[src/rtl/pmul_word_sequencer_if.sv]
// Signal bundle between the point-mult word sequencer, its register block and the core.
// slave is the sequencer's view; master is the register-block/core side.
interface pmul_word_sequencer_if #(
  parameter int pWORDS  = 8,
  parameter int pWORD_W = 32,
  parameter int pADDR_W = 3
);
  localparam int OP_W = pWORDS * pWORD_W;

  logic                start_i;
  logic [pWORD_W-1:0]  k_word_i;
  logic [pWORD_W-1:0]  gx_word_i;
  logic [pWORD_W-1:0]  gy_word_i;
  logic [pADDR_W-1:0]  k_addr_o;
  logic [pADDR_W-1:0]  gx_addr_o;
  logic [pADDR_W-1:0]  gy_addr_o;
  logic [pWORD_W-1:0]  rx_word_o;
  logic [pWORD_W-1:0]  ry_word_o;
  logic [pADDR_W-1:0]  rx_addr_o;
  logic [pADDR_W-1:0]  ry_addr_o;
  logic                rx_wren_o;
  logic                ry_wren_o;
  logic [OP_W-1:0]     core_k_o;
  logic [OP_W-1:0]     core_gx_o;
  logic [OP_W-1:0]     core_gy_o;
  logic                core_start_o;
  logic                core_done_i;
  logic [OP_W-1:0]     core_rx_i;
  logic [OP_W-1:0]     core_ry_i;
  logic                ready_o;
  logic                busy_o;
  logic                done_o;

  modport slave (
    input  start_i, k_word_i, gx_word_i, gy_word_i, core_done_i, core_rx_i, core_ry_i,
    output k_addr_o, gx_addr_o, gy_addr_o, rx_word_o, ry_word_o, rx_addr_o, ry_addr_o,
           rx_wren_o, ry_wren_o, core_k_o, core_gx_o, core_gy_o, core_start_o,
           ready_o, busy_o, done_o
  );

  modport master (
    output start_i, k_word_i, gx_word_i, gy_word_i, core_done_i, core_rx_i, core_ry_i,
    input  k_addr_o, gx_addr_o, gy_addr_o, rx_word_o, ry_word_o, rx_addr_o, ry_addr_o,
           rx_wren_o, ry_wren_o, core_k_o, core_gx_o, core_gy_o, core_start_o,
           ready_o, busy_o, done_o
  );
endinterface

[src/rtl/pmul_word_sequencer.sv]
// Fetches k/Gx/Gy word-serially, launches the P-256 core, writes Rx/Ry back; 19 cycles + core latency,
// no backpressure (start_i ignored unless ready_o). PMUL_SEQ_ZEROIZE_EN clears operands/results after use.
module pmul_word_sequencer #(
  parameter int pWORDS  = 8,
  parameter int pWORD_W = 32,
  parameter int pADDR_W = 3
) (
  input logic                  crypto_clk,
  input logic                  reset_n,
  pmul_word_sequencer_if.slave bus
);
  localparam int OP_W = pWORDS * pWORD_W;
  localparam logic [3:0] LD_LAST = 4'(pWORDS);
  localparam logic [3:0] ST_LAST = 4'(pWORDS - 1);

  typedef enum logic [2:0] {S_IDLE, S_LOAD, S_RUN, S_STORE, S_DONE} state_t;

  state_t              r_state, w_state_nxt;
  logic [3:0]          r_cnt, w_cnt_nxt;
  logic [OP_W-1:0]     r_k, r_gx, r_gy, r_rx, r_ry;
  logic                w_cap_k, w_cap_g, w_cap_res, w_clr;
  logic [pADDR_W-1:0]  w_ld_addr, w_k_idx, w_g_idx, w_st_idx;

  always_comb begin
    w_state_nxt = r_state;
    w_cnt_nxt   = r_cnt;
    w_cap_k     = 1'b0;
    w_cap_g     = 1'b0;
    w_cap_res   = 1'b0;
    w_clr       = 1'b0;
    case (r_state)
      S_IDLE: begin
        if (bus.start_i) begin
          w_state_nxt = S_LOAD;
          w_cnt_nxt   = 4'd0;
        end
      end
      S_LOAD: begin
        // registered Gx/Gy source lags the address by one cycle
        w_cap_k = (r_cnt < LD_LAST);
        w_cap_g = (r_cnt != 4'd0);
        if (r_cnt == LD_LAST) begin
          w_state_nxt = S_RUN;
          w_cnt_nxt   = 4'd0;
        end else begin
          w_cnt_nxt = r_cnt + 4'd1;
        end
      end
      S_RUN: begin
        // cnt==0 marks the launch cycle, where a stale done must not complete
        if (r_cnt == 4'd0) begin
          w_cnt_nxt = 4'd1;
        end else if (bus.core_done_i) begin
          w_cap_res   = 1'b1;
          w_state_nxt = S_STORE;
          w_cnt_nxt   = 4'd0;
        end
      end
      S_STORE: begin
        if (r_cnt == ST_LAST) begin
          w_state_nxt = S_DONE;
          w_cnt_nxt   = 4'd0;
`ifdef PMUL_SEQ_ZEROIZE_EN
          w_clr = 1'b1;
`endif
        end else begin
          w_cnt_nxt = r_cnt + 4'd1;
        end
      end
      S_DONE: begin
        w_state_nxt = S_IDLE;
        w_cnt_nxt   = 4'd0;
      end
      default: begin
        w_state_nxt = S_IDLE;
        w_cnt_nxt   = 4'd0;
      end
    endcase
  end

  assign w_ld_addr = (r_cnt >= LD_LAST) ? pADDR_W'(pWORDS - 1) : r_cnt[pADDR_W-1:0];
  assign w_k_idx   = r_cnt[pADDR_W-1:0];
  assign w_g_idx   = r_cnt[pADDR_W-1:0] - pADDR_W'(1);
  assign w_st_idx  = r_cnt[pADDR_W-1:0];

  always_ff @(posedge crypto_clk) begin
    if (!reset_n) begin
      r_state <= S_IDLE;
      r_cnt   <= 4'd0;
      r_k     <= '0;
      r_gx    <= '0;
      r_gy    <= '0;
      r_rx    <= '0;
      r_ry    <= '0;
    end else begin
      r_state <= w_state_nxt;
      r_cnt   <= w_cnt_nxt;
      if (w_cap_k) r_k[w_k_idx*pWORD_W +: pWORD_W] <= bus.k_word_i;
      if (w_cap_g) begin
        r_gx[w_g_idx*pWORD_W +: pWORD_W] <= bus.gx_word_i;
        r_gy[w_g_idx*pWORD_W +: pWORD_W] <= bus.gy_word_i;
      end
      if (w_cap_res) begin
        r_rx <= bus.core_rx_i;
        r_ry <= bus.core_ry_i;
      end
      if (w_clr) begin
        r_k  <= '0;
        r_gx <= '0;
        r_gy <= '0;
        r_rx <= '0;
        r_ry <= '0;
      end
    end
  end

  assign bus.k_addr_o     = (r_state == S_LOAD) ? w_ld_addr : '0;
  assign bus.gx_addr_o    = (r_state == S_LOAD) ? w_ld_addr : '0;
  assign bus.gy_addr_o    = (r_state == S_LOAD) ? w_ld_addr : '0;
  assign bus.rx_wren_o    = (r_state == S_STORE);
  assign bus.ry_wren_o    = (r_state == S_STORE);
  assign bus.rx_addr_o    = (r_state == S_STORE) ? w_st_idx : '0;
  assign bus.ry_addr_o    = (r_state == S_STORE) ? w_st_idx : '0;
  assign bus.rx_word_o    = (r_state == S_STORE) ? r_rx[w_st_idx*pWORD_W +: pWORD_W] : '0;
  assign bus.ry_word_o    = (r_state == S_STORE) ? r_ry[w_st_idx*pWORD_W +: pWORD_W] : '0;
  assign bus.core_start_o = (r_state == S_RUN) && (r_cnt == 4'd0);
  assign bus.ready_o      = (r_state == S_IDLE);
  assign bus.busy_o       = (r_state != S_IDLE);
  assign bus.done_o       = (r_state == S_DONE);

`ifdef PMUL_SEQ_ZEROIZE_EN
  assign bus.core_k_o  = (r_state == S_RUN) ? r_k  : '0;
  assign bus.core_gx_o = (r_state == S_RUN) ? r_gx : '0;
  assign bus.core_gy_o = (r_state == S_RUN) ? r_gy : '0;
`else
  assign bus.core_k_o  = r_k;
  assign bus.core_gx_o = r_gx;
  assign bus.core_gy_o = r_gy;
`endif
endmodule
[src/flat_wrapper.sv]
// flat-port wrapper written by rule: the top's interface ports become plain ports
module pmul_word_sequencer_flat 
#(
  parameter int pWORDS  = 8,
  parameter int pWORD_W = 32,
  parameter int pADDR_W = 3
)
  (crypto_clk, reset_n, bus_start_i, bus_k_word_i, bus_gx_word_i, bus_gy_word_i, bus_core_done_i, bus_core_rx_i, bus_core_ry_i, bus_k_addr_o, bus_gx_addr_o, bus_gy_addr_o, bus_rx_word_o, bus_ry_word_o, bus_rx_addr_o, bus_ry_addr_o, bus_rx_wren_o, bus_ry_wren_o, bus_core_k_o, bus_core_gx_o, bus_core_gy_o, bus_core_start_o, bus_ready_o, bus_busy_o, bus_done_o);
  pmul_word_sequencer_if #(.pWORDS(pWORDS), .pWORD_W(pWORD_W), .pADDR_W(pADDR_W)) bus_i ();
  input logic crypto_clk;
  input logic reset_n;
  input wire logic [$bits(bus_i.start_i)-1:0] bus_start_i;
  input wire logic [$bits(bus_i.k_word_i)-1:0] bus_k_word_i;
  input wire logic [$bits(bus_i.gx_word_i)-1:0] bus_gx_word_i;
  input wire logic [$bits(bus_i.gy_word_i)-1:0] bus_gy_word_i;
  input wire logic [$bits(bus_i.core_done_i)-1:0] bus_core_done_i;
  input wire logic [$bits(bus_i.core_rx_i)-1:0] bus_core_rx_i;
  input wire logic [$bits(bus_i.core_ry_i)-1:0] bus_core_ry_i;
  output wire logic [$bits(bus_i.k_addr_o)-1:0] bus_k_addr_o;
  output wire logic [$bits(bus_i.gx_addr_o)-1:0] bus_gx_addr_o;
  output wire logic [$bits(bus_i.gy_addr_o)-1:0] bus_gy_addr_o;
  output wire logic [$bits(bus_i.rx_word_o)-1:0] bus_rx_word_o;
  output wire logic [$bits(bus_i.ry_word_o)-1:0] bus_ry_word_o;
  output wire logic [$bits(bus_i.rx_addr_o)-1:0] bus_rx_addr_o;
  output wire logic [$bits(bus_i.ry_addr_o)-1:0] bus_ry_addr_o;
  output wire logic [$bits(bus_i.rx_wren_o)-1:0] bus_rx_wren_o;
  output wire logic [$bits(bus_i.ry_wren_o)-1:0] bus_ry_wren_o;
  output wire logic [$bits(bus_i.core_k_o)-1:0] bus_core_k_o;
  output wire logic [$bits(bus_i.core_gx_o)-1:0] bus_core_gx_o;
  output wire logic [$bits(bus_i.core_gy_o)-1:0] bus_core_gy_o;
  output wire logic [$bits(bus_i.core_start_o)-1:0] bus_core_start_o;
  output wire logic [$bits(bus_i.ready_o)-1:0] bus_ready_o;
  output wire logic [$bits(bus_i.busy_o)-1:0] bus_busy_o;
  output wire logic [$bits(bus_i.done_o)-1:0] bus_done_o;
  assign bus_i.start_i = bus_start_i;
  assign bus_i.k_word_i = bus_k_word_i;
  assign bus_i.gx_word_i = bus_gx_word_i;
  assign bus_i.gy_word_i = bus_gy_word_i;
  assign bus_i.core_done_i = bus_core_done_i;
  assign bus_i.core_rx_i = bus_core_rx_i;
  assign bus_i.core_ry_i = bus_core_ry_i;
  assign bus_k_addr_o = bus_i.k_addr_o;
  assign bus_gx_addr_o = bus_i.gx_addr_o;
  assign bus_gy_addr_o = bus_i.gy_addr_o;
  assign bus_rx_word_o = bus_i.rx_word_o;
  assign bus_ry_word_o = bus_i.ry_word_o;
  assign bus_rx_addr_o = bus_i.rx_addr_o;
  assign bus_ry_addr_o = bus_i.ry_addr_o;
  assign bus_rx_wren_o = bus_i.rx_wren_o;
  assign bus_ry_wren_o = bus_i.ry_wren_o;
  assign bus_core_k_o = bus_i.core_k_o;
  assign bus_core_gx_o = bus_i.core_gx_o;
  assign bus_core_gy_o = bus_i.core_gy_o;
  assign bus_core_start_o = bus_i.core_start_o;
  assign bus_ready_o = bus_i.ready_o;
  assign bus_busy_o = bus_i.busy_o;
  assign bus_done_o = bus_i.done_o;
  pmul_word_sequencer #(.pWORDS(pWORDS), .pWORD_W(pWORD_W), .pADDR_W(pADDR_W)) u_core (.crypto_clk(crypto_clk), .reset_n(reset_n), .bus(bus_i));
endmodule
[config.mk]
export PLATFORM = sky130hd
export DESIGN_NAME = pmul_word_sequencer_flat
export DESIGN_NICKNAME = d
export VERILOG_FILES = /design/src/rtl/pmul_word_sequencer_if.sv /design/src/rtl/pmul_word_sequencer.sv /design/src/flat_wrapper.sv
export SDC_FILE = /design/constraint.sdc
export NUM_CORES = 2
export LEC_CHECK = 0
export ABC_AREA = 1
export CAP_MARGIN = 10
export CORE_AREA = 4 4 565 567
export CTS_CLUSTER_DIAMETER = 60
export DETAILED_ROUTE_END_ITERATION = 8
export DIE_AREA = 0 0 569 571
export GPL_TIMING_DRIVEN = 0
export SYNTH_ARGS = -nofsm -noshare
export SYNTH_HDL_FRONTEND = slang
export SYNTH_SLANG_ARGS = --single-unit
[constraint.sdc]
create_clock -name crypto_clk -period 3.4 [get_ports crypto_clk]
set_input_delay 1.02 -clock crypto_clk [delete_from_list [all_inputs] [get_ports crypto_clk]]
set_output_delay 1.02 -clock crypto_clk [all_outputs]
set_load 0.005 [all_outputs]
==> impl_metrics.tcl <==
set metrics [dict create \
    coreArea_um2 314000 \
    setup_violations 97 \
    synthSimpleGateAreaFrac_pct 26.7 \
    drv_cap 0 \
    max_slew_margin_pct 20.6 \
    ioPinCount 1465 \
    comb_power_share_pct 33.2 \
    dr.pass1.iters 6 \
    area_growth_pct 62.6 \
    ant_nets 0 \
    holdCritStartpoint "u_core.bus.core_k_o[140]$_SDFFE_PN0P_" \
    synth_compound_area_share_pct 16.2 \
    cts_tree "yes" \
    p_sw_mw 19.1 \
    die_h_um 571 \
    grt_pass1_vias 56300 \
    crit_fanout 10 \
    layout_min_cycle_time_ps 3820 \
    rows 206 \
    grt.total_usage_pct 22.0 \
    floorplan.initialDensity_pct 16.5 \
    worst_pin_slew_ps 1190 \
    slew_viol_final 0 \
    fillers 34400 \
    io_buffer_count 1463 \
    drive_gt1_share_pct 15.1 \
    fin_util_pct 26.8 \
    synth-edff-count 0 \
    place.gp.congestion 0.963 \
    ys_types 29 \
    insertion_delay_ps 820 \
    clock-skew-final_ps 61.2 \
    r2r_setup_slack_ps -60 \
    clockPowerShare_pct 35.0 \
    stdcell_area_um2 84300 \
    root_buffer "clkbuf_16" \
    wirelength_mm 383 \
    syn_area_per_cell_um2 7.03 \
    p_sw_share_pct 36.7 \
    die_w_um 569 \
    fin_cells 13500 \
    synthCells 7373 \
    synthMuxAreaShare_pct 0 \
    rr_endpoint "u_core.bus.core_gx_o[96]$_SDFFE_PN0P_" \
    hp-class "reg -> reg" \
    dpl.cell_count 13000 \
    seq_power_share_pct 31.9 \
    ys_async_sr_fraction_pct 0 \
    ir_worst_vdd_uv 410 \
    p_per_area_nw_per_um2 616 \
    yosys.area_share.adder_pct 0.193 \
    synthXorXnorAreaFrac_pct 0.0169 \
    layout_setup_ws_ps -418 \
    period_share_pct 112 \
    grt_overflow 0 \
    cp_data_required_time_ps 2380 \
    path_clk_slew_ps 60 \
    cts.sinks 1287 \
    total_leakage_power_nw 35.3 \
    holdWs_ps 468 \
    antenna_found_initial 135 \
    ctsHtreeMaxLevel 4 \
    cts_buffers 162 \
    clock_path_buffers 4 \
    ys_ff_latch 1287 \
    seq_area_frac_synth_pct 49.7 \
    vias_per_cell 4.52 \
    synth_fp_nets 7993 \
    min_to "u_core.bus.core_k_o[140]$_SDFFE_PN0P_" \
    grt_pass1_wl_mm 492 \
    max_freq_ghz 0.262 \
    cts_hold_buf 0 \
    dp_hpwl_mm 309 \
    drt-initial-drc-count 7724 \
    worst-setup-path-type "reg -> out" \
    hold_viol 0 \
    ys.flop_type "dfxtp_1" \
    cp-start-kind "register" \
    yosys_warnings 0 \
    synthesis.area_um2 51800 \
    rsz0062_at_grt "true" \
    drc 0 \
    die_area_um2 325000 \
    grt_max_degree 15 \
    violations "setup timing" \
    outcome "finished, violations left" \
    arrival_ps 2800 \
    worstHoldPathCells 2 \
    end_kind "output pin" \
    r2r-start "u_core.r_cnt[0]$_SDFFE_PN0P_" \
    nets 9814 \
    post_dp_cell_area_um2 71900 \
    p_int_mw 32.9 \
    ff2ff_path_depth 14 \
    drt-wirelength-per-cell_um 28.3 \
    vias 61100 \
    synth_top_family_by_area "simple AND/OR/NAND/NOR gates" \
]
[stage by stage]
step           power [mW]  TNS [ps]  worst slack (ps)
2_1_floorplan        22.3         0               524
3_3_place_gp         29.3  -4092650             -5160
3_5_place_dp         29.3  -2993140             -2950
4_1_cts              50.6    -35690              -591
5_1_grt              53.4    -32300              -517
6_report             51.9    -22860              -418
[worst max path at each step]
stage,startpoint,end,slack [ps]
final,u_core.r_cnt[1]$_SDFFE_PN0P_,bus_rx_word_o[10],-420
after global routing,u_core.r_cnt[0]$_SDFFE_PN0P_,bus_rx_word_o[16],-520
after CTS,u_core.r_cnt[0]$_SDFFE_PN0P_,bus_core_start_o,-590
after detailed placement,u_core.r_cnt[0]$_SDFFE_PN0P_,u_core.bus.core_gx_o[179]$_SDFFE_PN0P_,-2950
after global placement,u_core.r_cnt[0]$_SDFFE_PN0P_,u_core.bus.core_k_o[85]$_SDFFE_PN0P_,-5160
after floorplan,u_core.r_cnt[0]$_SDFFE_PN0P_,u_core.bus.core_k_o[203]$_SDFFE_PN0P_,520
[worst max-delay path, cell delays in order, from the launching register on]
cell	delay [ps]
dfxtp_4	370
buf_16	150
clkbuf_16	150
buf_16	130
buf_4	160
clkbuf_2	230
o21ai_0	170
o22ai_2	210
nand2_1	80
nand2_2	140
buf_6	140
[layout by cell type, fill, tap and decap left out, types with 59 or more instances in the layout]
cell and count:
o21ai_1 218, nor2_2 61, clkbuf_8 59, dfxtp_1 1281
buf_4 129, nand3_1 74, nor2_4 106, clkbuf_1 202
o22ai_1 66, clkbuf_16 200, clkdlybuf4s50_1 1379, nor2_1 2800
buf_2 94, a21oi_1 121, inv_1 218, o21ai_0 1109
nand2_1 376, buf_6 175, nand2_2 78
[power groups by stage]
| stage | clock [mW] | combinational [mW] | sequential [mW] |
|---|---|---|---|
| after floorplan | 0 | 5.69 | 16.6 |
| after global placement | 0 | 12.5 | 16.8 |
| after CTS | 18.3 | 15.8 | 16.5 |
| final | 18.2 | 17.2 | 16.6 |
| after global routing | 18.9 | 17.9 | 16.6 |
| after detailed placement | 0 | 12.5 | 16.8 |
[cell families (layout without fill, tap and decap cells)]
logic type / after synthesis / in the layout
AO/OA/AOI/OAI: 1643 / 1643
XOR/XNOR: 1 / 1
adder cells (fa/ha/maj): 8 / 8
buffers and inverters: 817 / 2767
flip-flops: 1287 / 1287
other: 0 / 33
AND/OR/NAND/NOR: 3617 / 3617
[cell usage after synthesis (2+ instances only)]
cell type | number | area (um^2)
a21oi_1 | 125 | 626
buf_1 | 12 | 45.0
buf_2 | 126 | 631
buf_4 | 12 | 90.1
buf_6 | 58 | 653
clkbuf_1 | 366 | 1370
clkinv_1 | 3 | 11.3
dfxtp_1 | 1287 | 25800
ha_1 | 8 | 100
inv_1 | 230 | 863
inv_2 | 9 | 33.8
nand2_1 | 491 | 1840
nand3_1 | 95 | 475
nand3_2 | 2 | 20.0
nand4_1 | 9 | 56.3
nor2_1 | 2959 | 11100
nor2_2 | 8 | 50.1
nor3_1 | 41 | 205
nor4_1 | 8 | 50.1
o21ai_0 | 1264 | 6330
o21ai_1 | 125 | 626
o22ai_1 | 128 | 801
[routing by layer]
layer / vias to the layer above / GRT usage [%] / part of all wire (%) / wire length [um]
li1: 27400 / - / - / -
met1: 28800 / 25.7 / 38 / 144000
met2: 3852 / 36.9 / 46 / 177000
met3: 955 / 5.65 / 9.2 / 35100
met4: 44 / 12.0 / 6.7 / 25600
met5: - / 0 / 0.071 / 272
[registers in the layout, summed over array words and instances (netlist names)]
register              flops
u_core.bus.core_gx_o    256
u_core.bus.core_gy_o    256
u_core.bus.core_k_o     256
u_core.r_rx             256
u_core.r_ry             256
u_core.r_cnt              4
u_core.r_state            3
[cell type report]
cell class	count	area, um^2	share of cell area (%)
Timing Repair Buffer	1670	17400	20.6
Sequential cell	1287	25800	30.6
Clock buffer	223	4630	5.50
Inverter	243	992	1.18
Tap cell	4160	5200	6.18
Buffer	561	4440	5.27
Multi-Input combinational cell	5269	24800	29.5
Antenna cell	33	82.6	0.0980
Clock inverter	70	922	1.09
[repair_timing]
item / CTS / global route
resized for setup: 1459 / 492
setup endpoints to repair: 1372 / 732
setup buffers: 121 / 54
cloned: 14 / 12
pin swaps: 152 / 195
Note: power is estimated with default switching activity, not from simulation.
